### config.mk
export PLATFORM = sky130hd
export DESIGN_NAME = sd_bmp_loader
export DESIGN_NICKNAME = d
export VERILOG_FILES = /design/src/rtl/sd_bmp_loader_pkg.sv /design/src/rtl/sd_req_retry.sv /design/src/rtl/sd_bmp_loader.sv
export SDC_FILE = /design/constraint.sdc
export NUM_CORES = 1
export LEC_CHECK = 0
export CORE_MARGIN = 2
export CORE_UTILIZATION = 57
export CTS_CLUSTER_SIZE = 20
export DETAILED_ROUTE_END_ITERATION = 10
export PLACE_DENSITY_LB_ADDON = 0.15
export RECOVER_POWER = 50
export SYNTH_ARGS = -nofsm -noshare
export SYNTH_HDL_FRONTEND = slang
export SYNTH_SLANG_ARGS = --single-unit
### constraint.sdc
create_clock -name clk -period 3.7 [get_ports clk]
set_input_delay 0.74 -clock clk [delete_from_list [all_inputs] [get_ports clk]]
set_output_delay 0.74 -clock clk [all_outputs]
set_load 0.01 [all_outputs]
### src/rtl/sd_bmp_loader_pkg.sv
// Shared definitions for the SD-card bitmap loader.
// Holds the loader FSM state encodings, sector geometry, the default
// per-image sector stride (also used by the command decoder) and the
// sector address helper.
package sd_bmp_loader_pkg;

    localparam int unsigned ADDR_W              = 32;
    localparam int unsigned DATA_W              = 16;
    localparam int unsigned SECTOR_BYTES        = 512;
    localparam int unsigned WORD_BYTES          = DATA_W / 8;
    localparam int unsigned DEF_WORDS_PER_SEC   = SECTOR_BYTES / WORD_BYTES;
    localparam int unsigned DEF_SECTORS_PER_IMG = 1800;

    // Loader FSM states, 3-bit encodings
    typedef enum logic [2:0] {
        ST_IDLE    = 3'd0,
        ST_LOAD    = 3'd1,
        ST_ISSUE   = 3'd2,
        ST_WAIT_HI = 3'd3,
        ST_WAIT_LO = 3'd4,
        ST_NEXT    = 3'd5,
        ST_DONE    = 3'd6
    } state_t;

    // Sector address of sector idx within an image; wraps modulo 2^32
    function automatic logic [ADDR_W-1:0] sec_addr(input logic [ADDR_W-1:0] base,
                                                   input logic [ADDR_W-1:0] idx);
        return base + idx;
    endfunction

endpackage

### src/rtl/sd_req_retry.sv
// SD read request helper: owns the sd_rd_start pulse, the busy-rise timeout
// and the per-sector retry count, and reports the outcome to the loader FSM.
// Ports:
//   issue       - loader is in ISSUE; pulse sd_rd_start next cycle
//   waiting     - loader is in WAIT_HI; timeout counter runs
//   clear       - zero the retry count (new image or new sector)
//   sd_rd_busy  - SD core busy
//   sd_rd_start - registered one-cycle request to the SD core
//   ok_c        - busy seen while waiting
//   retry_c     - timeout, reissue the same sector
//   fail_c      - timeout, retries exhausted
module sd_req_retry #(
    parameter int unsigned BUSY_TIMEOUT = 1024,
    parameter int unsigned MAX_RETRY    = 3
) (
    input  logic clk,
    input  logic rst_n,
    input  logic issue,
    input  logic waiting,
    input  logic clear,
    input  logic sd_rd_busy,
    output logic sd_rd_start,
    output logic ok_c,
    output logic retry_c,
    output logic fail_c
);

    localparam int unsigned TMR_W = $clog2(BUSY_TIMEOUT + 1);
    localparam int unsigned RTY_W = $clog2(MAX_RETRY + 1);

    logic [TMR_W-1:0] tmr;
    logic [RTY_W-1:0] retry_cnt;
    logic             timeout_c;
    logic             last_try_c;

    // Timer reads 0 in the cycle sd_rd_start is high, so busy may rise in
    // any of the first BUSY_TIMEOUT WAIT_HI cycles; busy wins over timeout.
    assign ok_c       = waiting && sd_rd_busy;
    assign timeout_c  = waiting && !sd_rd_busy && (tmr == TMR_W'(BUSY_TIMEOUT - 1));
    assign last_try_c = (32'(retry_cnt) + 32'd1) >= MAX_RETRY;
    assign retry_c    = timeout_c && !last_try_c;
    assign fail_c     = timeout_c && last_try_c;

    // Request pulse, timeout counter and retry counter
    always_ff @(posedge clk or negedge rst_n) begin
        if (!rst_n) begin
            sd_rd_start <= 1'b0;
            tmr         <= '0;
            retry_cnt   <= '0;
        end else begin
            sd_rd_start <= issue;
            if (issue) begin
                tmr <= '0;
            end else if (waiting && (tmr != TMR_W'(BUSY_TIMEOUT - 1))) begin
                tmr <= tmr + TMR_W'(1);
            end
            if (clear) begin
                retry_cnt <= '0;
            end else if (timeout_c) begin
                retry_cnt <= retry_cnt + RTY_W'(1);
            end
        end
    end

endmodule

### src/rtl/sd_bmp_loader.sv
// SD-card bitmap loader: on each new image request reads SECTORS_PER_IMG
// consecutive sectors through the SD read core and streams the 16-bit words
// into the SDRAM write FIFO, pulsing write_finish when the image is complete.
// Ports:
//   sd_card_bmp_read_addr - first sector of requested image (0 = none)
//   sd_rd_start/sec_addr  - request to SD read core
//   sd_rd_busy/val_en/val_data - SD read core status and data
//   wr_load               - image start, clears SDRAM write pointer
//   wr_en/wr_data         - SDRAM write-FIFO port
//   write_finish          - whole image written
//   load_err              - sticky error, cleared by next accepted request
//   busy                  - loader not idle
module sd_bmp_loader
    import sd_bmp_loader_pkg::*;
#(
    parameter int unsigned SECTORS_PER_IMG = DEF_SECTORS_PER_IMG,
    parameter int unsigned WORDS_PER_SEC   = DEF_WORDS_PER_SEC,
    parameter int unsigned BUSY_TIMEOUT    = 1024,
    parameter int unsigned MAX_RETRY       = 3
) (
    input  logic              clk,
    input  logic              rst_n,
    input  logic [ADDR_W-1:0] sd_card_bmp_read_addr,
    output logic              sd_rd_start,
    output logic [ADDR_W-1:0] sd_rd_sec_addr,
    input  logic              sd_rd_busy,
    input  logic              sd_rd_val_en,
    input  logic [DATA_W-1:0] sd_rd_val_data,
    output logic              wr_load,
    output logic              wr_en,
    output logic [DATA_W-1:0] wr_data,
    output logic              write_finish,
    output logic              load_err,
    output logic              busy
);

    localparam int unsigned SEC_W = $clog2(SECTORS_PER_IMG + 1);
    // One extra code so an over-long sector saturates above WORDS_PER_SEC
    localparam int unsigned WRD_W = $clog2(WORDS_PER_SEC + 2);

    state_t            state;
    logic [ADDR_W-1:0] addr_q;
    logic [ADDR_W-1:0] last_addr;
    logic [ADDR_W-1:0] pend_addr;
    logic [ADDR_W-1:0] base;
    logic              pending;
    logic [SEC_W-1:0]  sec_cnt;
    logic [WRD_W-1:0]  word_cnt;

    logic              req_c;
    logic              start_c;
    logic [ADDR_W-1:0] sel_addr_c;
    logic              ok_c;
    logic              retry_c;
    logic              fail_c;

    // A request is a new nonzero address; a direct request beats a pending one
    assign req_c      = (addr_q != '0) && (addr_q != last_addr);
    assign start_c    = (state == ST_IDLE) && (req_c || pending);
    assign sel_addr_c = req_c ? addr_q : pend_addr;

    sd_req_retry #(
        .BUSY_TIMEOUT (BUSY_TIMEOUT),
        .MAX_RETRY    (MAX_RETRY)
    ) u_req (
        .clk         (clk),
        .rst_n       (rst_n),
        .issue       (state == ST_ISSUE),
        .waiting     (state == ST_WAIT_HI),
        .clear       (start_c || (state == ST_NEXT)),
        .sd_rd_busy  (sd_rd_busy),
        .sd_rd_start (sd_rd_start),
        .ok_c        (ok_c),
        .retry_c     (retry_c),
        .fail_c      (fail_c)
    );

    // Request tracking, loader FSM and registered outputs
    always_ff @(posedge clk or negedge rst_n) begin
        if (!rst_n) begin
            state          <= ST_IDLE;
            addr_q         <= '0;
            last_addr      <= '0;
            pend_addr      <= '0;
            base           <= '0;
            pending        <= 1'b0;
            sec_cnt        <= '0;
            word_cnt       <= '0;
            sd_rd_sec_addr <= '0;
            wr_load        <= 1'b0;
            wr_en          <= 1'b0;
            wr_data        <= '0;
            write_finish   <= 1'b0;
            load_err       <= 1'b0;
            busy           <= 1'b0;
        end else begin
            addr_q       <= sd_card_bmp_read_addr;
            wr_load      <= 1'b0;
            wr_en        <= 1'b0;
            write_finish <= 1'b0;

            // Zero address re-arms the same image for a later request
            if (addr_q == '0) begin
                last_addr <= '0;
            end
            // Newest request while busy preempts at the next sector boundary
            if ((state != ST_IDLE) && req_c) begin
                pending   <= 1'b1;
                pend_addr <= addr_q;
            end

            case (state)
                ST_IDLE: begin
                    if (start_c) begin
                        base      <= sel_addr_c;
                        last_addr <= sel_addr_c;
                        pending   <= 1'b0;
                        load_err  <= 1'b0;
                        sec_cnt   <= '0;
                        word_cnt  <= '0;
                        wr_load   <= 1'b1;
                        busy      <= 1'b1;
                        state     <= ST_LOAD;
                    end
                end
                ST_LOAD: begin
                    state <= ST_ISSUE;
                end
                ST_ISSUE: begin
                    sd_rd_sec_addr <= sec_addr(base, 32'(sec_cnt));
                    state          <= ST_WAIT_HI;
                end
                ST_WAIT_HI: begin
                    if (ok_c) begin
                        state <= ST_WAIT_LO;
                    end else if (retry_c) begin
                        state <= ST_ISSUE;
                    end else if (fail_c) begin
                        load_err <= 1'b1;
                        busy     <= 1'b0;
                        state    <= ST_IDLE;
                    end
                end
                ST_WAIT_LO: begin
                    if (sd_rd_val_en) begin
                        if (word_cnt < WRD_W'(WORDS_PER_SEC)) begin
                            wr_en   <= 1'b1;
                            wr_data <= sd_rd_val_data;
                        end
                        if (word_cnt <= WRD_W'(WORDS_PER_SEC)) begin
                            word_cnt <= word_cnt + WRD_W'(1);
                        end
                    end
                    if (!sd_rd_busy) begin
                        state <= ST_NEXT;
                    end
                end
                ST_NEXT: begin
                    if (word_cnt != WRD_W'(WORDS_PER_SEC)) begin
                        load_err <= 1'b1;
                    end
                    sec_cnt  <= sec_cnt + SEC_W'(1);
                    word_cnt <= '0;
                    if (pending) begin
                        busy  <= 1'b0;
                        state <= ST_IDLE;
                    end else if ((sec_cnt + SEC_W'(1)) == SEC_W'(SECTORS_PER_IMG)) begin
                        write_finish <= 1'b1;
                        state        <= ST_DONE;
                    end else begin
                        state <= ST_ISSUE;
                    end
                end
                ST_DONE: begin
                    busy  <= 1'b0;
                    state <= ST_IDLE;
                end
                default: begin
                    busy  <= 1'b0;
                    state <= ST_IDLE;
                end
            endcase
        end
    end

endmodule

==> results.cfg <==
[run_status]
status = finished, violations left
violations = capacitance limit, slew limit

[critical_path]
crit_type = flop to flop
required_ns = 4.07
endpoint_kind = flop
startpoint_type = flop
path_max_fanout = 18
crit_arrival_ns = 3.38
r2r_cells = 8
cp-startpoint = sec_cnt[0]
r2r_setup_slack_ns = 0.69
r2r-start = sec_cnt[0]

[die]
die-area_um2 = 19000
rows = 48
die_w_um = 138
die_y_um = 138
core_um2 = 17400
ioPinCount = 106
start_util_pct = 58.7

[hold_path]
hp-class = flop to flop
min_path_cells = 2
min_from = wr_data[11]

[timing]
tightest_slew_ns = 2.64
rsz0062_at_grt = false
fin_crit_ns = 3.01
slew_headroom_pct = -75.8
final-hold-violation-count = 0
fin_tns_setup_ns = 0
max_freq_ghz = 0.332
fin_crit_sh_pct = 81.4
clock_skew_ns = 0.0198
setup_viol = 0
drv_slew = 107

[power]
power_density_nw_per_um2 = 728
p_leak_nw = 5.31
ir_drop_mv = 0.435

[placement]
io_buffers = 105
place_area_um2 = 11600
dpl.hpwl_um = 15000
routabilityCongestion = 0.858

[global_routing]
gr-total-overflow = 0
grt_pass1_vias = 7090
grt_pass1_wl_um = 36300
grtUsageTotal_pct = 24.0
antenna_found_initial = 0
grt_max_degree = 108

[synthesis]
async_reset_ff_share_pct = 100
yosysSeqAreaShare_pct = 53.6
synth.area.top_cells = dfrtp_1, mux2i_1, xor2_1
synth_top_cell_by_area = dfrtp_1
avgSynthCellArea_um2 = 10.4
synth_ff_type = dfrtp_1
yosys.area.top_type_share_pct = 53.6
synth_area_um2 = 10200
synthesis.nets = 1050
synth_seq_cells = 219
postSynthCellCount = 979
synth_warnings = 0
synth_cell_types = 70
synth_edf_count = 0

[flow_run]
drv_cap = 1

[route]
via_per_inst = 5.75
drt_iter0_drc = 569
vias = 7601
first_pass_iters = 4
remaining_drc_errors = 0
antenna_left = 0
wirelength_um = 22100
wl_per_cell_um = 16.7

[cells_and_area]
diodes = 0
drive_gt1_share_pct = 9.74
fill_cells = 1332
area_growth_pct = 20.3
design_area_um2 = 12300
final_nets = 1153

[clock_network]
post_cts_buffers = 0
cts_tree = done
path_clk_slew_ns = 0.06
cts-buffers-inserted = 23
hold_buffers = 0
clockRootBuffer = clkbuf_16
cts.sinks = 219
cts-htree-levels = 1
postCtsResizedCells = 0
clk_path_buf_depth = 3
clk_latency_ns = 0.51
logic make-up after synthesis:
logic type      share of synthesized area (%)
flops                                    53.6
fa+ha+maj                                2.40
compound gates                           11.6
mux                                      7.63
xor+xnor                                 5.14
buf+inv                                  3.96
simple gates                             15.6
power by group:
part,internal (mW),switching [mW]
Clock,1.36,0.930
Combinational,1.34,1.64
Sequential,3.11,0.570
Total,5.82,3.14
cell type report:
cell class	count	area, um^2	area share [%]
flip-flops and latches	219	5480	44.5
clock buffers	30	642	5.22
multi-input cells	660	4370	35.5
clock inverters	11	118	0.956
inverters	58	218	1.77
repair buffers	120	1200	9.72
well taps	225	282	2.29
Yosys cell counts (all sizes together) (7+ instances only):
cell / n
a21o: 7
a21oi: 24
a31oi: 12
buf: 19
clkbuf: 23
dfrtp: 219
ha: 18
inv: 57
mux2: 32
mux2i: 42
nand2: 105
nand3: 61
nand3b: 7
nand4: 13
nor2: 38
nor3: 16
nor4: 21
o21ai: 78
o22ai: 35
or3: 11
xnor2: 14
xor2: 46
per-stage QoR:
step           hold WS, ns  setup WS, ns  power [mW]  util (%)  instances
2_1_floorplan        0.444          1.06        5.54         -        979
6_report             0.471         0.687        8.95      70.6       1323
5_1_grt              0.494         0.419        9.54      70.6       1323
3_5_place_dp         0.462         0.704        6.70      66.3       1282
3_3_place_gp         0.457         0.773        6.61      66.3       1282
4_1_cts              0.312         0.705        9.01      70.7       1323
registers in the layout, indices dropped and copies added (netlist names):
register           cells
addr_q                32
base                  32
busy                   1
last_addr             32
load_err               1
pend_addr             32
pending                1
sd_rd_sec_addr        32
sec_cnt               11
state                  3
u_req.retry_cnt        2
u_req.sd_rd_start      1
u_req.tmr             11
word_cnt               9
wr_data               16
wr_en                  1
wr_load                1
write_finish           1
cell usage in the layout, fill, tap and decap left out, drive strengths merged, types with 4 or more instances in the layout:
| master | instances |
|---|---|
| dfrtp | 219 |
| nand2 | 105 |
| o21ai | 78 |
| clkdlybuf4s50 | 72 |
| nand3 | 61 |
| inv | 58 |
| xor2 | 46 |
| mux2i | 42 |
| nor2 | 38 |
| o22ai | 35 |
| dlygate4sd3 | 32 |
| mux2 | 32 |
| clkbuf | 31 |
| a21oi | 24 |
| nor4 | 21 |
| ha | 18 |
| nor3 | 16 |
| buf | 15 |
| xnor2 | 14 |
| nand4 | 13 |
| a31oi | 12 |
| or3 | 11 |
| nand3b | 7 |
| a21o | 7 |
| clkinv | 7 |
| nor3b | 6 |
| or2 | 6 |
| nand2b | 5 |
| or4 | 5 |
| and3 | 5 |
| o21a | 4 |
| and4 | 4 |
| a211oi | 4 |
| a221oi | 4 |
| a2111oi | 4 |
routing by layer:
metal  wire [um]  global-route usage (%)  vias to the layer above  part of all wire (%)
met5           0                       0                        -                     0
met4         378                    5.61                        0                   1.7
met3        1400                    3.58                       27                   6.3
met2        9710                    35.1                      226                    44
met1       10600                    37.9                     3666                    48
li1            -                       -                     3682                     -
worst paths after layout:
kind | to
setup / recovery | sd_rd_sec_addr[20]
hold / removal | wr_data[11]
setup reg to reg | sd_rd_sec_addr[20]
hold reg to reg | wr_data[11]
max in group asynchronous | word_cnt[7]
min in group asynchronous | last_addr[18]
worst max-delay path: stages, from the launching register on:
cell and delay [ns]:
dfrtp_1 0.46, ha_1 0.25, fa_1 0.42, a211oi_1 0.35
o21ai_1 0.17, a2111oi_2 0.44, o31a_1 0.52, or3_2 0.21
a31oi_1 0.08
(Power assumes the default switching activity.)
